File: src/rtl/cdc_hs_pkg.sv
// Shared types and constants for the CDC handshake transmitter.
// The FSM state encoding is one-hot and the mode constants select 4-phase or 2-phase signalling.
package cdc_hs_pkg;

  typedef enum logic [2:0] {
    IDLE     = 3'b001,
    ASSERT   = 3'b010,
    DEASSERT = 3'b100
  } hs_state_e;

  localparam int HS_MODE_4PHASE = 0;
  localparam int HS_MODE_2PHASE = 1;

endpackage

File: src/rtl/cdc_handshake_tx_if.sv
// Producer and RX-handshake bundle of cdc_handshake_tx.
// The slave modport is the transmitter's view. The master modport is the environment (producer plus receiver).
interface cdc_handshake_tx_if #(
  parameter int DW    = 32,
  parameter int DEPTH = 4
);
  localparam int LW = $clog2(DEPTH) + 1;

  logic          valid_i;
  logic [DW-1:0] data_i;
  logic          ready_o;
  logic          ack_i;
  logic          req_o;
  logic [DW-1:0] req_data_o;
  logic          done_o;
  logic          busy_o;
  logic [LW-1:0] level_o;

  modport master (
    output valid_i, data_i, ack_i,
    input  ready_o, req_o, req_data_o, done_o, busy_o, level_o
  );

  modport slave (
    input  valid_i, data_i, ack_i,
    output ready_o, req_o, req_data_o, done_o, busy_o, level_o
  );

endinterface

File: src/rtl/sync_fifo.sv
// Single-clock FIFO with registered storage, wrapping pointers and an occupancy counter.
// The head word is presented on rd_data whenever the FIFO is non-empty.
module sync_fifo #(
  parameter  int DW    = 32,
  parameter  int DEPTH = 4,
  localparam int AW    = $clog2(DEPTH),
  localparam int LW    = AW + 1
) (
  input  logic          clk_i,
  input  logic          rst_n,
  input  logic          push,
  input  logic [DW-1:0] wr_data,
  input  logic          pop,
  output logic [DW-1:0] rd_data,
  output logic          full,
  output logic          empty,
  output logic [LW-1:0] level
);

  logic [DW-1:0] mem [DEPTH];
  logic [AW-1:0] wr_ptr_q;
  logic [AW-1:0] rd_ptr_q;
  logic [LW-1:0] level_q;
  logic          do_push;
  logic          do_pop;

  assign full    = (level_q == LW'(DEPTH));
  assign empty   = (level_q == '0);
  assign do_push = push && !full;
  assign do_pop  = pop && !empty;
  assign rd_data = mem[rd_ptr_q];
  assign level   = level_q;

  // NOTE: sequential state uses non-blocking assignments so every flop samples pre-edge values.
  always_ff @(posedge clk_i or negedge rst_n) begin
    if (!rst_n) begin
      wr_ptr_q <= '0;
      rd_ptr_q <= '0;
      level_q  <= '0;
    end else begin
      if (do_push) wr_ptr_q <= wr_ptr_q + AW'(1);
      if (do_pop)  rd_ptr_q <= rd_ptr_q + AW'(1);
      case ({do_push, do_pop})
        2'b10:   level_q <= level_q + LW'(1);
        2'b01:   level_q <= level_q - LW'(1);
        default: level_q <= level_q;
      endcase
    end
  end

  // NOTE: storage is deliberately not reset; the pointers alone define which entries are valid.
  always_ff @(posedge clk_i) begin
    if (do_push) mem[wr_ptr_q] <= wr_data;
  end

endmodule

File: src/rtl/cdc_handshake_tx.sv
// Buffered CDC handshake transmitter. A FIFO feeds a req/ack FSM that sends one word per transaction.
// The ack is synchronised through SYNC_STAGES flops. Signalling is 4-phase (TWO_PHASE=0) or 2-phase toggle.
module cdc_handshake_tx
  import cdc_hs_pkg::*;
#(
  parameter int DW          = 32,
  parameter int DEPTH       = 4,
  parameter int SYNC_STAGES = 2,
  parameter int TWO_PHASE   = HS_MODE_4PHASE
) (
  input logic                clk_i,
  input logic                rst_n,
  cdc_handshake_tx_if.slave  bus
);

  localparam int LW = $clog2(DEPTH) + 1;

  hs_state_e              state_q;
  logic                   req_q;
  logic [DW-1:0]          req_data_q;
  logic                   done_q;
  logic [SYNC_STAGES-1:0] ack_sync_q;
  logic                   ack_s;

  logic                   fifo_full;
  logic                   fifo_empty;
  logic                   fifo_pop;
  logic [DW-1:0]          fifo_head;
  logic [LW-1:0]          fifo_level;

  // The ack comes from another clock domain; only the last synchroniser stage is used.
  always_ff @(posedge clk_i or negedge rst_n) begin
    if (!rst_n) ack_sync_q <= '0;
    else        ack_sync_q <= {ack_sync_q[SYNC_STAGES-2:0], bus.ack_i};
  end
  assign ack_s = ack_sync_q[SYNC_STAGES-1];

  // Pop only from IDLE, so the FSM loads a new word only after the previous one has completed.
  assign fifo_pop = (state_q == IDLE) && !fifo_empty;

  sync_fifo #(
    .DW    (DW),
    .DEPTH (DEPTH)
  ) u_fifo (
    .clk_i   (clk_i),
    .rst_n   (rst_n),
    .push    (bus.valid_i && !fifo_full),
    .wr_data (bus.data_i),
    .pop     (fifo_pop),
    .rd_data (fifo_head),
    .full    (fifo_full),
    .empty   (fifo_empty),
    .level   (fifo_level)
  );

  always_ff @(posedge clk_i or negedge rst_n) begin
    if (!rst_n) begin
      state_q    <= IDLE;
      req_q      <= 1'b0;
      req_data_q <= '0;
      done_q     <= 1'b0;
    end else begin
      done_q <= 1'b0;
      case (state_q)
        IDLE: begin
          if (!fifo_empty) begin
            req_data_q <= fifo_head;
            req_q      <= (TWO_PHASE == HS_MODE_2PHASE) ? ~req_q : 1'b1;
            state_q    <= ASSERT;
          end
        end
        ASSERT: begin
          if (TWO_PHASE == HS_MODE_2PHASE) begin
            if (ack_s == req_q) begin
              done_q  <= 1'b1;
              state_q <= IDLE;
            end
          end else if (ack_s) begin
            req_q   <= 1'b0;
            state_q <= DEASSERT;
          end
        end
        DEASSERT: begin
          if (!ack_s) begin
            done_q  <= 1'b1;
            state_q <= IDLE;
          end
        end
        default: state_q <= IDLE;
      endcase
    end
  end

  assign bus.req_o      = req_q;
  assign bus.req_data_o = req_data_q;
  assign bus.done_o     = done_q;
  assign bus.ready_o    = !fifo_full;
  assign bus.busy_o     = (state_q != IDLE) || !fifo_empty;
  assign bus.level_o    = fifo_level;

endmodule
File: src/flat_wrapper.sv
// flat-port wrapper written by rule: the top's interface ports become plain ports
module cdc_handshake_tx_flat import cdc_hs_pkg::*;
#(
  parameter int DW          = 32,
  parameter int DEPTH       = 4,
  parameter int SYNC_STAGES = 2,
  parameter int TWO_PHASE   = HS_MODE_4PHASE
)
  (clk_i, rst_n, bus_valid_i, bus_data_i, bus_ack_i, bus_ready_o, bus_req_o, bus_req_data_o, bus_done_o, bus_busy_o, bus_level_o);
  cdc_handshake_tx_if #(.DW(DW), .DEPTH(DEPTH)) bus_i ();
  input logic clk_i;
  input logic rst_n;
  input wire logic [$bits(bus_i.valid_i)-1:0] bus_valid_i;
  input wire logic [$bits(bus_i.data_i)-1:0] bus_data_i;
  input wire logic [$bits(bus_i.ack_i)-1:0] bus_ack_i;
  output wire logic [$bits(bus_i.ready_o)-1:0] bus_ready_o;
  output wire logic [$bits(bus_i.req_o)-1:0] bus_req_o;
  output wire logic [$bits(bus_i.req_data_o)-1:0] bus_req_data_o;
  output wire logic [$bits(bus_i.done_o)-1:0] bus_done_o;
  output wire logic [$bits(bus_i.busy_o)-1:0] bus_busy_o;
  output wire logic [$bits(bus_i.level_o)-1:0] bus_level_o;
  assign bus_i.valid_i = bus_valid_i;
  assign bus_i.data_i = bus_data_i;
  assign bus_i.ack_i = bus_ack_i;
  assign bus_ready_o = bus_i.ready_o;
  assign bus_req_o = bus_i.req_o;
  assign bus_req_data_o = bus_i.req_data_o;
  assign bus_done_o = bus_i.done_o;
  assign bus_busy_o = bus_i.busy_o;
  assign bus_level_o = bus_i.level_o;
  cdc_handshake_tx #(.DW(DW), .DEPTH(DEPTH), .SYNC_STAGES(SYNC_STAGES), .TWO_PHASE(TWO_PHASE)) u_core (.clk_i(clk_i), .rst_n(rst_n), .bus(bus_i));
endmodule
File: config.mk
export PLATFORM = sky130hd
export DESIGN_NAME = cdc_handshake_tx_flat
export DESIGN_NICKNAME = d
export VERILOG_FILES = /design/src/rtl/cdc_hs_pkg.sv /design/src/rtl/cdc_handshake_tx_if.sv /design/src/rtl/sync_fifo.sv /design/src/rtl/cdc_handshake_tx.sv /design/src/flat_wrapper.sv
export SDC_FILE = /design/constraint.sdc
export NUM_CORES = 1
export LEC_CHECK = 0
export BUFFER_PORTS_ARGS = -buffer_cell sky130_fd_sc_hd__clkbuf_2
export CAP_MARGIN = 10
export CORE_UTILIZATION = 58
export DETAILED_ROUTE_END_ITERATION = 10
export GPL_TIMING_DRIVEN = 0
export PLACE_DENSITY = 0.79
export SYNTH_ARGS = -nofsm -noshare
export SYNTH_HDL_FRONTEND = slang
export SYNTH_SLANG_ARGS = --single-unit
File: constraint.sdc
create_clock -name clk_i -period 2.9 [get_ports clk_i]
set_input_delay 0.29 -clock clk_i [delete_from_list [all_inputs] [get_ports clk_i]]
set_output_delay 0.29 -clock clk_i [all_outputs]
set_load 0.01 [all_outputs]
==> flow_metrics.tcl <==
set metrics [dict create \
    vias_per_cell 5.50 \
    switching_power_mw 2.46 \
    antenna_left 0 \
    status "finished clean" \
    power_frac_clock_pct 24.7 \
    postCtsSetupRepairBufs 0 \
    fin_area_um2 7800 \
    start_util_pct 60.5 \
    synth.top_cell.area_share_pct 57.9 \
    yosysTopAreaCell "edfxtp_1" \
    reg2reg_from "u_core.u_fifo.level[0]" \
    postCtsHoldBufs 2 \
    layout_commonest_cell "edfxtp_1" \
    whs_ns 0.0804 \
    ios 75 \
    utilization_pct 71.0 \
    finalWirelength_um 10700 \
    finalSetupTns_ns 0 \
    worst_slew_pin_slew_ns 0.888 \
    die_h_um 109 \
    min_path_cells 1 \
    timing.rr.end "u_core.u_fifo.level[2]" \
    rsz0062_at_grt "no" \
    peakVddDrop_uv 546 \
    maxSlewViolCount 0 \
    crit_end "u_core.u_fifo.level[2]" \
    arrival_ns 2.62 \
    totalPowerFinal_mw 8.80 \
    clock_path_buffers 2 \
    cts-htree-levels 4 \
    r2r_slack_ns 0.58 \
    internal_power_mw 6.34 \
    slew_headroom_pct 40.8 \
    p_leak_nw 2.97 \
    finalClockSkew_ns 0.00793 \
    swShare_pct 27.9 \
    syn_to_final_growth_pct 17.4 \
    drtIter0Drc 147 \
    fin_nets 428 \
    dieArea_um2 11900 \
    startpoint "u_core.u_fifo.level[0]" \
    first_pass_iters 4 \
    p_comb_share_pct 33.1 \
    cts_made_buffers 17 \
    grt_max_degree 33 \
    r2r_cells 9 \
    globalRouteOverflowTotal 0 \
    antenna_found_initial 0 \
    cts.clk_slew.worst_paths_ns 0.06 \
    cts_root_buf "clkbuf_16" \
    ys_seq_area_share_pct 75.2 \
    worstPathRequired_ns 3.20 \
    max_freq_mhz 431 \
    antenna_cells 0 \
    final_cell_mix "edfxtp_1, clkbuf_2, dfrtp_1, mux4_2, mux2_4" \
    grt_pass1_wl_um 16800 \
    rows 38 \
    netlist_area_um2 6640 \
    drive_gt1_share_pct 46.1 \
    drc 0 \
    synth-seq-cells 174 \
    setup_violations 0 \
    fillers 662 \
    seqPwrFrac_pct 42.2 \
    yosys_warnings 0 \
    via_count 2964 \
    post_dp_cell_area_um2 7210 \
    syn_inst 290 \
    cap_violations 0 \
    clock-sinks 174 \
    grt_pass1_vias 3154 \
    path_max_fanout 10 \
    grt_usage_pct 20.6 \
    p_per_area_nw_per_um2 1130 \
    hpwl_um 6390 \
    syn_avg_cell_area_um2 22.9 \
    critPathLaunchType "register" \
    clock_latency_ns 0.43 \
    place_congestion 0.699 \
    hold_violations 0 \
    cts_tree "built" \
    avgRoutedWirePerCell_um 19.9 \
    syn-num-nets 332 \
    die_w_um 109 \
    portBuffers 74 \
    synthTopCellsByArea "edfxtp_1, dfrtp_1, mux4_2" \
    hold_class "in2reg" \
    fin_crit_ns 2.32 \
    end_kind "register" \
    cts_resized 0 \
    synth_cell_types 32 \
    coreArea_um2 11000 \
    worst-setup-path-type "reg2reg" \
    fin_crit_sh_pct 80.0 \
]
-- registers in the layout, indices dropped and copies added (netlist names) --
signal	cells
u_core.ack_sync_q	2
u_core.u_fifo.rd_ptr_q	2
u_core.bus.req_o	1
u_core.bus.done_o	1
u_core.bus.req_data_o	32
u_core.u_fifo.mem	128
u_core.u_fifo.level	3
u_core.state_q	3
u_core.u_fifo.wr_ptr_q	2
-- kinds of logic after synthesis --
group,synth area share (%)
buf+inv,2.15
flops,75.2
compound gates,0.339
fa+ha+maj,1.24
simple gates,1.98
mux,18.3
xor+xnor,0.791
-- synth_stat cells (all sizes together) --
master and number:
a21oi 2, and2 1, and3 4, buf 9, clkbuf 2, dfrtp 45, dfstp 1, edfxtp 128
fa 1, ha 5, inv 4, mux2 34, mux4 32, nand2 2, nand2b 4, nand3 1
nand3b 1, nor2 2, nor3 1, nor3b 1, o21ai 1, o31ai 1, or3 1, or3b 1
xnor2 5, xor2 1
-- final cells by class --
cell class              count  area [um^2]  share of cell area (%)
flip-flops and latches    174         5000                    64.0
inverters                   4         20.0                   0.257
well taps                 140          175                    2.25
clock buffers              27          514                    6.59
repair buffers             77          410                    5.26
plain buffers              11          123                    1.57
clock inverters             5         53.8                   0.690
multi-input cells         101         1510                    19.4
-- worst min path at each step --
stage / slack (ns) / startpoint / endpoint
global route: 0.06 / bus_data_i[16] / u_core.u_fifo.mem[3][16]
finish: 0.08 / bus_data_i[4] / u_core.u_fifo.mem[0][4]
detailed placement: 0.34 / rst_n / u_core.bus.req_data_o[12]
global placement: 0.34 / u_core.ack_sync_q[0] / u_core.ack_sync_q[1]
floorplan: -0.006 / rst_n / u_core.ack_sync_q[0]
CTS: 0.07 / bus_data_i[16] / u_core.u_fifo.mem[3][16]
-- power groups by stage --
stage | sequential [mW] | clock [mW] | combinational (mW)
floorplan | 3.81 | 0 | 2.12
global placement | 3.73 | 0 | 2.90
detailed placement | 3.76 | 0 | 2.97
CTS | 3.72 | 2.21 | 2.98
global route | 3.78 | 2.30 | 3.15
finish | 3.71 | 2.18 | 2.91
-- metal layers --
| metal | global-route usage, % | wire length (um) | up-vias | part of all wire [%] |
|---|---|---|---|---|
| met5 | 0 | 0 | - | 0 |
| met1 | 25.8 | 4570 | 1523 | 43 |
| met4 | 9.27 | 150 | 0 | 1.4 |
| met2 | 33.6 | 5600 | 71 | 52 |
| met3 | 5.98 | 425 | 14 | 4.0 |
| li1 | - | - | 1356 | - |
-- worst max-delay path, stage by stage (launching register included) --
cell	delay, ns
dfrtp_1	0.44
or3_4	0.44
nand2_4	0.12
inv_6	0.07
buf_12	0.15
ha_1	0.22
fa_1	0.39
xnor2_1	0.16
nor2_1	0.07
xor2_1	0.14
-- through the flow --
stage               std cells  setup WS, ns
detailed placement        505         0.563
finish                    539         0.580
global placement          504         0.393
global route              539         0.496
CTS                       539         0.562
floorplan                 290         0.681
Note: power is estimated with default switching activity, not from simulation.
